File: src/rtl/imem_loader.sv
// Byte-stream loader for the instruction memory: packs a valid/ready byte stream
// little-endian into 32-bit words and issues one write per word from address 0.
module imem_loader #(
  parameter int N      = 32,
  parameter int LENGTH = 512,
  parameter int WIDTH  = 9
) (
  input  logic           clk,
  input  logic           rstb,
  input  logic           start,
  input  logic [WIDTH:0] num_words,
  input  logic           abort,
  input  logic [7:0]     byte_in,
  input  logic           byte_valid,
  output logic           byte_ready,
  output logic           mem_we,
  output logic [N-1:0]   mem_addr,
  output logic [N-1:0]   mem_wdata,
  output logic           busy,
  output logic           done,
  output logic           error
);

  typedef enum logic [1:0] {S_IDLE, S_FILL, S_WRITE, S_DONE} state_e;

  localparam logic [WIDTH:0] MAX_WORDS = (WIDTH+1)'(LENGTH);
  localparam logic [WIDTH:0] ONE       = (WIDTH+1)'(1);

  state_e             state_q, state_d;
  logic [1:0]         byte_idx_q;
  logic [WIDTH-1:0]   word_idx_q;
  logic [WIDTH:0]     count_q;
  logic [N-9:0]       word_q;      // bytes 0..2 of the word being assembled
  logic [N-1:0]       addr_q;
  logic [N-1:0]       wdata_q;
  logic               error_q;
  logic               accept;
  logic               last_word;

  assign accept    = (state_q == S_FILL) && byte_valid && !abort;
  assign last_word = ({1'b0, word_idx_q} == (count_q - ONE));

  // State register
  // NOTE: sequential state uses non-blocking assignments so every flop samples
  // the pre-edge values; blocking here would create order-dependent races.
  always_ff @(posedge clk or negedge rstb) begin
    if (!rstb) state_q <= S_IDLE;
    else       state_q <= state_d;
  end

  // Next-state logic; abort wins over everything, including start in IDLE.
  // NOTE: state_d gets a default first so no path leaves it unassigned, which
  // would otherwise infer a latch.
  always_comb begin
    state_d = state_q;
    if (abort) begin
      state_d = S_IDLE;
    end else begin
      case (state_q)
        S_IDLE:  if (start && (num_words <= MAX_WORDS))
                   state_d = (num_words == '0) ? S_DONE : S_FILL;
        S_FILL:  if (accept && (byte_idx_q == 2'd3)) state_d = S_WRITE;
        S_WRITE: state_d = last_word ? S_DONE : S_FILL;
        S_DONE:  state_d = S_IDLE;
        default: state_d = S_IDLE;
      endcase
    end
  end

  // Datapath: count/index bookkeeping, byte packing and the held write port.
  always_ff @(posedge clk or negedge rstb) begin
    if (!rstb) begin
      byte_idx_q <= '0;
      word_idx_q <= '0;
      count_q    <= '0;
      word_q     <= '0;
      addr_q     <= '0;
      wdata_q    <= '0;
      error_q    <= 1'b0;
    end else begin
      case (state_q)
        S_IDLE: begin
          if (start && !abort) begin
            if (num_words > MAX_WORDS) begin
              error_q <= 1'b1;
            end else begin
              error_q    <= 1'b0;
              count_q    <= num_words;
              word_idx_q <= '0;
              byte_idx_q <= '0;
            end
          end
        end
        S_FILL: begin
          if (accept) begin
            byte_idx_q <= byte_idx_q + 2'd1;
            case (byte_idx_q)
              2'd0: word_q[7:0]   <= byte_in;
              2'd1: word_q[15:8]  <= byte_in;
              2'd2: word_q[23:16] <= byte_in;
              default: begin
                addr_q  <= {{(N-WIDTH-2){1'b0}}, word_idx_q, 2'b00};
                wdata_q <= {byte_in, word_q};
              end
            endcase
          end
        end
        S_WRITE: begin
          if (!abort && !last_word) word_idx_q <= word_idx_q + WIDTH'(1);
        end
        default: ;
      endcase
      if (abort) byte_idx_q <= '0;
    end
  end

  // Output decode
  always_comb begin
    byte_ready = 1'b0;
    mem_we     = 1'b0;
    busy       = 1'b0;
    done       = 1'b0;
    case (state_q)
      S_FILL:  begin byte_ready = 1'b1; busy = 1'b1; end
      S_WRITE: begin mem_we = !abort;  busy = 1'b1; end
      S_DONE:  done = 1'b1;
      default: ;
    endcase
  end

  assign mem_addr  = addr_q;
  assign mem_wdata = wdata_q;
  assign error     = error_q;

endmodule

File: config.mk
export PLATFORM = sky130hd
export DESIGN_NAME = imem_loader
export DESIGN_NICKNAME = d
export VERILOG_FILES = /design/src/rtl/imem_loader.sv
export SDC_FILE = /design/constraint.sdc
export NUM_CORES = 1
export LEC_CHECK = 0
export CORE_ASPECT_RATIO = 1.4
export CORE_MARGIN = 8
export CORE_UTILIZATION = 55
export CTS_CLUSTER_DIAMETER = 50
export CTS_CLUSTER_SIZE = 24
export DETAILED_ROUTE_END_ITERATION = 10
export MAX_ROUTING_LAYER = met4
export PLACE_DENSITY = 0.86
export SLEW_MARGIN = 20
export SYNTH_ARGS = -nofsm -noshare
export SYNTH_HDL_FRONTEND = slang
export SYNTH_SLANG_ARGS = --single-unit
File: constraint.sdc
create_clock -name clk -period 5.7 [get_ports clk]
set_input_delay 1.14 -clock clk [delete_from_list [all_inputs] [get_ports clk]]
set_output_delay 1.14 -clock clk [all_outputs]
set_load 0.02 [all_outputs]
==> flow_metrics.env <==
export IMPL_outcome="completed"
export IMPL_p_clk_frac=0.211
export IMPL_worstSetupPathType="input pin to output port"
export IMPL_ys_seq_area_frac=0.508
export IMPL_p_leak_nw=2.38
export IMPL_via_per_inst=5.51
export IMPL_synth_edf_count=0
export IMPL_r2r_start="count_q[0]"
export IMPL_path_max_fanout=9
export IMPL_io_buffers=68
export IMPL_insertedDiodeCount=0
export IMPL_whs_path_depth=1
export IMPL_power_mw=1.82
export IMPL_syn_area_um2=4380
export IMPL_grt_pass1_vias=3119
export IMPL_crit_family="buffers and inverters"
export IMPL_die_y_um=122
export IMPL_synth_area_per_cell_um2=12.1
export IMPL_switching_share=0.363
export IMPL_hold_viol=0
export IMPL_ant_nets=0
export IMPL_yosys_top_cells_area="dfrtp_1 51%, mux2_2 12%, mux2_1 5.7%, buf_4 3.9%, ha_1 3.1%"
export IMPL_vdd_drop_max_v=0.000249
export IMPL_fmax_mhz=276
export IMPL_num_io_pins=92
export IMPL_yosys_area_top_type_share=0.508
export IMPL_grt_antenna_before_repair=0
export IMPL_netlist_top_cells_count="89 x dfrtp_1, 45 x mux2_2, 23 x buf_4"
export IMPL_worst_pin_slew_ps=993
export IMPL_p_switching_mw=0.660
export IMPL_synthFlopType="dfrtp_1"
export IMPL_grt_overflow=0
export IMPL_worstPathBufferInverterCount=2
export IMPL_die_area_um2=11100
export IMPL_finalWirelength_mm=8.88
export IMPL_crit_path_top_delay_cell="clkdlybuf4s50_1"
export IMPL_crit_start="abort"
export IMPL_post_place_ws_ps=2070
export IMPL_regToRegEndpoint="word_idx_q[7]"
export IMPL_clkLatencyLatePin_ps=360
export IMPL_period_needed_ps=3620
export IMPL_nFillCells=569
export IMPL_wl_per_cell_um=16.7
export IMPL_cts_resized=0
export IMPL_finalInstanceArea_um2=5200
export IMPL_p_seq_frac=0.479
export IMPL_clock_path_buffers=2
export IMPL_final_cells=531
export IMPL_reg2regPathDepth=7
export IMPL_arrival_ps=2480
export IMPL_async_flop_share=1.00
export IMPL_fin_crit_sh=0.635
export IMPL_crit_required_ps=4560
export IMPL_dp_cells=515
export IMPL_reg2reg_slack_ps=3060
export IMPL_place_area_um2=5030
export IMPL_dr_pass1_iters=4
export IMPL_setup_worst_path_start_class="input pin"
export IMPL_slew_viol_final=0
export IMPL_max_slew_margin=0.335
export IMPL_ys_ff_latch=89
export IMPL_cp_end_kind="output port"
export IMPL_seqCellArea_um2=2230
export IMPL_post_cts_buffers=0
export IMPL_layout_drive_gt1_share=0.169
export IMPL_cts_tree="done"
export IMPL_maxCapViolCount=0
export IMPL_syn_to_final_growth_pct=18.7
export IMPL_setup_ws_ps=2080
export IMPL_yosysTopAreaCell="dfrtp_1"
export IMPL_crit_chain="clkdlybuf4s50_1, nor2_1, clkdlybuf4s50_1"
export IMPL_yosysMostFrequentCell="dfrtp_1"
export IMPL_grt_setup_unrepaired="false"
export IMPL_power_density_nw_per_um2=350
export IMPL_crit_end="mem_we"
export IMPL_power_internal_mw=1.16
export IMPL_ys_types=57
export IMPL_cts_root_buffer="clkbuf_8"
export IMPL_numCtsBuffers=9
export IMPL_crit_path_max_incr_delay_ps=640
export IMPL_hold_class="flop to flop"
export IMPL_place_gp_congestion=0.870
export IMPL_vias=2927
export IMPL_synth_cells=362
export IMPL_finalSetupViolations=0
export IMPL_cts_htree_levels=3
export IMPL_grt_use_total=0.172
export IMPL_route_detailed_drc=0
export IMPL_start_util=0.565
export IMPL_tns_ps=0
export IMPL_drtIter0Drc=98
export IMPL_num_rows=38
export IMPL_hpwl_mm=6.81
export IMPL_finClkSkew_ps=9.59
export IMPL_combinationalPowerShare=0.310
export IMPL_grt_pass1_wl_mm=15.2
export IMPL_grt_max_degree=90
export IMPL_nets=460
export IMPL_die_w_um=91.4
export IMPL_crit_path_frequent_cell="clkdlybuf4s50_1"
export IMPL_crit_cells=3
export IMPL_cts_reportedPaths_clkPinSlew_ps=90
export IMPL_cts_sinks=89
export IMPL_coreArea_um2=7750
export IMPL_ys_warn_count=0
export IMPL_ctsHoldBuffers=0
export IMPL_multi_input_area_um2=1930
==> power by group through the flow <==
stage | sequential, mW | clock (mW) | combinational (mW)
6_report | 0.872 | 0.385 | 0.564
5_1_grt | 0.889 | 0.418 | 0.620
4_1_cts | 0.869 | 0.394 | 0.567
3_5_place_dp | 0.883 | 0 | 0.565
3_3_place_gp | 0.871 | 0 | 0.542
2_1_floorplan | 0.828 | 0 | 0.473
==> worst min-delay path by stage <==
stage / start / end / slack [ps]
floorplan: word_q[14] / mem_wdata[14] / 450
global placement: word_q[19] / mem_wdata[19] / 460
detailed placement: word_q[21] / mem_wdata[21] / 470
CTS: word_q[21] / mem_wdata[21] / 490
global route: word_q[19] / mem_wdata[19] / 510
finish: word_q[21] / mem_wdata[21] / 480
==> layout by cell type, fill, tap and decap left out, types with 3 or more instances in the layout <==
cell	count
clkdlybuf4s50_1	67
o211ai_1	8
a31oi_1	3
nand3b_1	3
nand3_1	8
mux2_2	45
or3_1	3
nand2_1	19
dfrtp_1	89
o22ai_1	3
o21ai_0	11
conb_1	23
xor2_1	6
inv_1	16
mux2i_1	4
ha_1	11
nor3_1	10
a211oi_1	4
clkbuf_8	9
clkinvlp_4	3
mux2_1	22
xnor2_1	4
nor2_1	10
==> logic make-up after synthesis <==
family	after synthesis	share of synthesized area
buffers and inverters	54	0.0702
AO/OA/AOI/OAI	50	0.0902
XOR/XNOR	10	0.0200
AND/OR/NAND/NOR	76	0.0977
multiplexers	71	0.181
adder cells (fa/ha/maj)	11	0.0314
other	1	0.000856
flip-flops	89	0.508
==> per-layer routing <==
| layer | global-route usage | vias up | part of all wire | wire length (µm) |
|---|---|---|---|---|
| met5 | - | - | 0 | 0 |
| met4 | 0.0576 | 0 | 0.015 | 133 |
| met1 | 0.183 | 1465 | 0.38 | 3420 |
| met2 | 0.301 | 77 | 0.54 | 4820 |
| met3 | 0.0480 | 14 | 0.058 | 512 |
| li1 | - | 1371 | - | - |
==> through the flow <==
step / utilization / hold slack [ps]
5_1_grt: 0.671 / 508
2_1_floorplan: - / 452
3_3_place_gp: 0.649 / 460
6_report: 0.671 / 483
4_1_cts: 0.671 / 487
3_5_place_dp: 0.649 / 467
==> area by class of cell <==
type	instances	area share
well taps	100	0.0241
flip-flops and latches	89	0.428
repair buffers	68	0.131
clock buffers	11	0.0253
inverters	17	0.0123
clock inverters	5	0.00770
multi-input cells	241	0.371
==> registers in the layout (all words and copies together), names as in the netlist <==
register,flops
error,1
state_q,2
mem_wdata,32
count_q,10
word_q,24
byte_idx_q,2
word_idx_q,9
mem_addr,9
==> worst register-to-register path: stages (launching register included) <==
cell	delay (ps)
dfrtp_1	530
inv_1	110
ha_1	270
or3_1	380
a31o_1	250
a2111oi_4	500
a21oi_2	210
a32o_1	280
(Power assumes the default switching activity.)
